**src/rtl/regfile_wr_arbiter.sv**
```systemverilog
// Register-file write-port arbiter: pipeline writeback vs. auxiliary multi-cycle requester.
// Latency: a grant in cycle N drives rf_we/rf_wr/rf_wd in cycle N+1. aux_ready is combinational.
// Backpressure: aux waits behind writeback. After STARVE_LIMIT blocked cycles, writeback is stalled for one cycle.
module regfile_wr_arbiter #(
  parameter int STARVE_LIMIT = 4
) (
  input  logic        clk,
  input  logic        rst_n,
  input  logic        wb_we,
  input  logic [2:0]  wb_wr,
  input  logic [15:0] wb_wd,
  input  logic        aux_valid,
  input  logic [2:0]  aux_wr,
  input  logic [15:0] aux_wd,
  output logic        aux_ready,
  output logic        stall_wb,
  output logic        rf_we,
  output logic [2:0]  rf_wr,
  output logic [15:0] rf_wd,
  output logic        err
);

  typedef enum logic {NORMAL, FORCE} state_t;

  localparam logic [3:0] LIMIT_M1 = 4'(STARVE_LIMIT - 1);

  state_t      state;
  logic [3:0]  wait_cnt;
  logic        pending;
  logic [2:0]  aux_wr_q;
  logic [15:0] aux_wd_q;

  logic aux_grant;
  logic blocked;
  logic violation;

  // Grant decode. Writeback owns the port in NORMAL; FORCE hands the slot to aux.
  always_comb begin
    aux_grant = 1'b0;
    blocked   = 1'b0;
    violation = 1'b0;
    if (rst_n) begin
      aux_grant = aux_valid && ((state == FORCE) || !wb_we);
    end
    blocked   = (state == NORMAL) && wb_we && aux_valid;
    violation = pending &&
                (!aux_valid || (aux_wr != aux_wr_q) || (aux_wd != aux_wd_q));
  end

  assign aux_ready = aux_grant;

  // Arbitration state, starvation counter and the one-cycle writeback stall.
  always_ff @(posedge clk or negedge rst_n) begin
    if (!rst_n) begin
      state    <= NORMAL;
      wait_cnt <= 4'd0;
      stall_wb <= 1'b0;
    end else begin
      case (state)
        NORMAL: begin
          if (blocked) begin
            if (wait_cnt == LIMIT_M1) begin
              state    <= FORCE;
              stall_wb <= 1'b1;
              wait_cnt <= 4'd0;
            end else if (wait_cnt != 4'd15) begin
              wait_cnt <= wait_cnt + 4'd1;
            end
          end else begin
            wait_cnt <= 4'd0;
          end
        end
        FORCE: begin
          state    <= NORMAL;
          stall_wb <= 1'b0;
          wait_cnt <= 4'd0;
        end
        default: begin
          state    <= NORMAL;
          stall_wb <= 1'b0;
          wait_cnt <= 4'd0;
        end
      endcase
    end
  end

  // Registered write port. Address and data hold when nobody is granted.
  always_ff @(posedge clk or negedge rst_n) begin
    if (!rst_n) begin
      rf_we <= 1'b0;
      rf_wr <= 3'd0;
      rf_wd <= 16'd0;
    end else if (state == NORMAL && wb_we) begin
      rf_we <= 1'b1;
      rf_wr <= wb_wr;
      rf_wd <= wb_wd;
    end else if (aux_grant) begin
      rf_we <= 1'b1;
      rf_wr <= aux_wr;
      rf_wd <= aux_wd;
    end else begin
      rf_we <= 1'b0;
    end
  end

  // Aux stability tracking: snapshot the request on each blocked cycle, flag any change before grant.
  always_ff @(posedge clk or negedge rst_n) begin
    if (!rst_n) begin
      pending  <= 1'b0;
      aux_wr_q <= 3'd0;
      aux_wd_q <= 16'd0;
      err      <= 1'b0;
    end else begin
      if (blocked) begin
        pending  <= 1'b1;
        aux_wr_q <= aux_wr;
        aux_wd_q <= aux_wd;
      end else begin
        pending  <= 1'b0;
      end
      if (violation || (state == FORCE && !aux_valid)) begin
        err <= 1'b1;
      end
    end
  end

endmodule

```
**config.mk**
```make
export PLATFORM = sky130hd
export DESIGN_NAME = regfile_wr_arbiter
export DESIGN_NICKNAME = d
export VERILOG_FILES = /design/src/rtl/regfile_wr_arbiter.sv
export SDC_FILE = /design/constraint.sdc
export NUM_CORES = 1
export LEC_CHECK = 0
export BUFFER_PORTS_ARGS = -buffer_cell sky130_fd_sc_hd__buf_4
export CAP_MARGIN = 15
export CORE_UTILIZATION = 30
export DETAILED_ROUTE_END_ITERATION = 8
export SLEW_MARGIN = 20
export SYNTH_ARGS = -nofsm -noshare
export SYNTH_HDL_FRONTEND = slang
export SYNTH_SLANG_ARGS = --single-unit
export TNS_END_PERCENT = 1
```
**constraint.sdc**
```tcl
create_clock -name clk -period 1.6 [get_ports clk]
set_input_delay 0.08 -clock clk [delete_from_list [all_inputs] [get_ports clk]]
set_output_delay 0.08 -clock clk [all_outputs]
set_load 0.005 [all_outputs]
```
==> impl_metrics.tcl, run 1 <==
set metrics [dict create \
    die_h_um 88.8 \
    crit_end "aux_ready" \
    wl_per_cell_um 12.9 \
    num_rows 31 \
    grt_usage_pct 13.5 \
    n_antenna_cell 0 \
    r2r_cells 4 \
    dp.cells 345 \
    asyncSetResetFlopFracSynth_pct 100 \
    netlist.top_cell.by_area "dfrtp_1" \
    final_cell_area_mm2 0.00317 \
    clockBufferDepth 2 \
    finClkSkew_ps 6.92 \
    cp-end-kind "output pin" \
    r2r-end "stall_wb$_DFFE_PN0P_" \
    worstSkewPairLatency_ps 300 \
    period_share_pct 90.6 \
    gp_congestion 0.660 \
    wirelength_um 4810 \
    min_period_ps 1450 \
    synthCells 187 \
    irDropWorstVdd_mv 0.384 \
    synth-edff-count 0 \
    slew_violations 0 \
    dr.pass1.iters 4 \
    die_area_mm2 0.00789 \
    worst_pin_slew_ps 604 \
    final_layout_size_suffix_gt1_share_pct 35.8 \
    clk_pin_slew_ps 100 \
    reg2reg_from "state$_DFF_PN0_" \
    p_leak_nw 1.54 \
    rsz0062_at_grt "false" \
    fp.coreArea_mm2 0.00725 \
    dpl_cell_area_mm2 0.00284 \
    final_antenna_net_count 0 \
    max_slew_margin_pct 59.8 \
    holdWs_ps 26.0 \
    final_common_cell "buf_4" \
    synth_nets 230 \
    grt_max_degree 48 \
    synth_area_leaders "dfrtp_1 (52%), mux2_4 (10%), mux2i_1 (8.8%)" \
    start_util_pct 31.2 \
    cp.required_ps 1520 \
    combPwrFrac_pct 20.4 \
    p_clk_share_pct 31.2 \
    drc 0 \
    hpwl_um 3260 \
    p_seq_share_pct 48.3 \
    critPathLaunch "state$_DFF_PN0_" \
    cp_slowest_cell "dfrtp_1" \
    yosysWarnings 0 \
    crit_chain "nor2b_4, buf_12, nor2_1, buf_4" \
    cts_tree "done" \
    crit_arrival_ps 1370 \
    ys_seq_area_share_pct 52.0 \
    r2r_slack_ps 180 \
    grt_pass1_vias 1693 \
    stdcell_count 373 \
    setup_tns_ps 0 \
    hold_viol 0 \
    synth.distinct_cells 29 \
    synthFlopType "dfrtp_1" \
    area_delta_synth_final_pct 40.3 \
    max-cap-violations 0 \
    min-delay-path-class "in -> reg" \
    status "finished, final reports clean" \
    swShare_pct 25.3 \
    root_buffer "clkbuf_8" \
    post_cts_buffers 0 \
    grt-ovfl-total 0 \
    die_w_um 88.8 \
    critical_path.max_fanout 40 \
    via_count 1677 \
    synth_area_per_cell_um2 12.1 \
    clkSinkCount 47 \
    cp-start-kind "flop" \
    cts_buffers 5 \
    grt_pass1_wl_um 8010 \
    power_w 0.00290 \
    p_per_area_mw_per_mm2 914 \
    p_sw_w 0.000734 \
    syn_area_mm2 0.00226 \
    antenna_found_initial 0 \
    h-tree-depth 2 \
    routed_via_density 4.50 \
    setup_violations 0 \
    final_cell_mix "buf_4 (67), dfrtp_1 (47), nand2_1 (21)" \
    max_stage_delay_ps 460 \
    ioPinCount 65 \
    path_class "reg -> out" \
    dr.first_iter.drc_count 70 \
    yosysTopAreaCellShare_pct 52.0 \
    p_int_w 0.00216 \
    max_freq_ghz 0.690 \
    ys_seq_elements 47 \
    numPortBuffers 64 \
    nNetsFinal 316 \
]
-- through the flow --
step	worst slack, ps	utilization [%]
global placement	239	39.1
global route	39.0	43.7
finish	150	43.7
floorplan	321	-
CTS	26.2	43.6
detailed placement	213	39.1
-- timing repair --
action | 4_1_cts | 5_1_grt
hold buffers | 20 | 0
endpoints found under the setup margin | 1 | 1
hold endpoints to repair | 66 | 0
gates resized for setup | 1 | 4
-- routing by layer --
metal	share of wire (%)	vias up	routed length, um	global-route usage, %
met4	1.1	0	55	5.28
li1	-	818	-	-
met2	49	43	2340	21.7
met3	5.1	6	247	3.08
met5	0	-	0	0
met1	45	810	2170	17.7
-- flip-flops by register name (all words and copies together), names as in the netlist --
signal	flops
wait_cnt	4
rf_wr	3
err	1
state	1
stall_wb	1
rf_wd	16
pending	1
aux_wd_q	16
rf_we	1
aux_wr_q	3
-- power groups by stage --
stage,Sequential (W),Combinational (W),Clock [W]
floorplan,0.00141,0.000307,0
global placement,0.00142,0.000547,0
detailed placement,0.00142,0.000556,0
CTS,0.00140,0.000598,0.000949
global route,0.00142,0.000657,0.000991
finish,0.00140,0.000593,0.000905
-- synthesized netlist by cell type (2+ instances only) --
library cell and n:
mux2i_1 20, a31oi_1 2, clkbuf_1 4, nor4_1 2, nand2_1 21, a211oi_1 2
nand2b_1 2, o21ai_0 20, buf_6 2, buf_4 2, xor2_1 5, inv_1 3
nor2_1 4, mux2_2 4, dfrtp_1 47, nand4_1 3, xnor2_1 14, a21oi_1 4
mux2_4 15, nand3_1 2
-- cell families after synthesis --
kind of cell,synth area share (%)
flops,52.0
simple gates,9.40
mux,20.8
compound gates,6.86
xor+xnor,7.36
buf+inv,3.04
fa+ha+maj,0.553
-- how the worst min path moves through the flow --
stage | slack, ps | endpoint | from | cells past startpoint
after floorplan | -220 | aux_wd_q[0]$_DFFE_PN0P_ | rst_n | 0
after global placement | 230 | aux_wd_q[15]$_DFFE_PN0P_ | rst_n | 2
after detailed placement | 230 | rf_wd[15]$_DFFE_PN0P_ | rst_n | 2
after CTS | 20 | aux_wd_q[11]$_DFFE_PN0P_ | aux_wd[11] | 2
after global routing | 20 | aux_wd_q[8]$_DFFE_PN0P_ | aux_wd[8] | 2
final | 30 | aux_wd_q[11]$_DFFE_PN0P_ | aux_wd[11] | 2
-- cell type report --
type / count / area, um^2
sequential: 47 / 1180
fill: 690 / 4080
timing repair buffer: 88 / 723
inverter: 3 / 11.3
clock buffer: 5 / 68.8
clock inverter: 3 / 47.5
tap: 99 / 124
multi-input combinational: 128 / 1020
-- worst max-delay path, delay by kind of cell, from the launching register on --
| kind | cells | cell delay [ps] |
|---|---|---|
| flip-flops | 1 | 460 |
| buffers and inverters | 2 | 340 |
| AND/OR/NAND/NOR | 2 | 260 |
No activity file was read; power rests on OpenSTA's default activity.
==> run 2, diff against run 1 <==
Settings changed: PLACE_DENSITY set to 0.51.
==> run 2 against run 1 <==
Against the previous run:
- setup slack lost 39 ps
- largest cell class unchanged
- flip-flop and latch count unchanged
- clock power fell by 3.8%
- highest routed layer unchanged
==> impl_metrics.tcl, run 2 (same netlist as run 1, synthesis figures left out) <==
set metrics [dict create \
    p_leak_nw 1.54 \
    drc 0 \
    gp_congestion 0.709 \
    max_stage_delay_ps 430 \
    max_slew_margin_pct 60.0 \
    slew_violations 0 \
    holdWs_ps 31.0 \
    rsz0062_at_grt "false" \
    stdcell_count 374 \
    cts_tree "done" \
    dr.first_iter.drc_count 117 \
    irDropWorstVdd_mv 0.381 \
    cp.required_ps 1520 \
    setup_tns_ps 0 \
    finClkSkew_ps 7.40 \
    path_class "reg -> out" \
    fillers 727 \
    met3_usage_pct 2.89 \
    via_count 1678 \
    dr.pass1.iters 3 \
    die_area_mm2 0.00789 \
    final_antenna_net_count 0 \
    max-cap-violations 0 \
    cp_slowest_cell "dfrtp_1" \
    status "finished, final reports clean" \
    period_share_pct 93.0 \
    worstSkewPairLatency_ps 300 \
    p_clk_share_pct 30.4 \
    setup_violations 0 \
    combPwrFrac_pct 20.6 \
    cp-end-kind "output pin" \
    swShare_pct 24.7 \
    min_period_ps 1490 \
    clockBufferDepth 2 \
    hpwl_um 3250 \
    p_seq_share_pct 49.0 \
    max_freq_ghz 0.672 \
    ioPinCount 65 \
    crit_arrival_ps 1410 \
    grt_util_met2_pct 20.9 \
    die_h_um 88.8 \
    cp-start-kind "flop" \
    fin_util_pct 43.7 \
    h-tree-depth 2 \
    clk_pin_slew_ps 90 \
    wirelength_um 4800 \
    area_delta_synth_final_pct 40.2 \
    fp.coreArea_mm2 0.00725 \
    final_cell_mix "buf_4 (68), dfrtp_1 (47), nand2_1 (21)" \
    nNetsFinal 317 \
    grt.met1_usage_pct 17.9 \
    critical_path.max_fanout 40 \
    r2r_slack_ps 120 \
    num_rows 31 \
    reg.largest.list "aux_wd_q (16), rf_wd (16), wait_cnt (4)" \
    min-delay-path-class "in -> reg" \
    p_per_area_mw_per_mm2 903 \
    busiest_layer "met2" \
    numPortBuffers 64 \
    start_util_pct 31.2 \
    final_common_cell "buf_4" \
    die_w_um 88.8 \
    worst_pin_slew_ps 600 \
    grt_pass1_wl_um 7900 \
    routed_via_density 4.49 \
    grt_pass1_vias 1661 \
    p_int_w 0.00216 \
    grt_max_degree 48 \
    cts_buffers 5 \
    grt_usage_pct 13.4 \
    root_buffer "clkbuf_8" \
    n_antenna_cell 0 \
    grt-ovfl-total 0 \
    dp_slack_ps 197 \
    wl_per_cell_um 12.8 \
    crit_chain "nor2b_2, buf_12, nor2_1, buf_4" \
    final_layout_size_suffix_gt1_share_pct 36.0 \
    fin_ws_ps 112 \
    antenna_found_initial 0 \
    post_cts_buffers 0 \
    hold_viol 0 \
    clkSinkCount 47 \
    dp.cells 346 \
    p_sw_w 0.000707 \
]
[run 2: metrics by stage]
step           instance area, um^2  power, W
6_report                      3170   0.00286
5_1_grt                       3170   0.00303
4_1_cts                       3160   0.00292
3_5_place_dp                  2850   0.00198
3_3_place_gp                  2850   0.00198
2_1_floorplan                 2260   0.00172
[run 2: area by class of cell]
cell class,count,area [um^2],share of cell area (%)
multi-input combinational,128,1020,32.1
clock inverter,3,43.8,1.38
timing repair buffer,89,731,23.0
clock buffer,5,68.8,2.17
inverter,3,11.3,0.355
tap,99,124,3.91
sequential,47,1180,37.1
[run 2: worst max-delay path: cells and delay by family, from the launching register on]
family,cells,cell delay (ps)
and+or+nand+nor,2,320
DFF,1,430
buffers and inverters,2,360
[run 2: repair_timing]
action / 4_1_cts / 5_1_grt
hold buffers: 20 / 0
endpoints found under the setup margin: 1 / 1
endpoints found under the hold margin: 66 / 0
resized for setup: 1 / 2
[run 2: routing by layer]
metal	wire [um]	part of all wire (%)
met1	2290	48
met2	2230	47
met3	201	4.2
met4	72	1.5
met5	0	0
[run 2: path summary, 6_finish.rpt]
path | start | endpoint | cells after the start
worst min-delay path | aux_wd[7] | aux_wd_q[7]$_DFFE_PN0P_ | 2
worst max-delay path | state$_DFF_PN0_ | aux_ready | 4
worst min register to register | stall_wb$_DFFE_PN0P_ | stall_wb$_DFFE_PN0P_ | 1
worst max register to register | state$_DFF_PN0_ | stall_wb$_DFFE_PN0P_ | 4
max in group asynchronous | rst_n | aux_wd_q[4]$_DFFE_PN0P_ | 3
min in group asynchronous | rst_n | aux_wd_q[3]$_DFFE_PN0P_ | 3
[run 2: power groups by stage]
stage	sequential, W	combinational, W	clock (W)
floorplan	0.00141	0.000307	0
global placement	0.00142	0.000551	0
detailed placement	0.00142	0.000560	0
CTS	0.00140	0.000598	0.000917
global route	0.00142	0.000656	0.000955
finish	0.00140	0.000590	0.000871
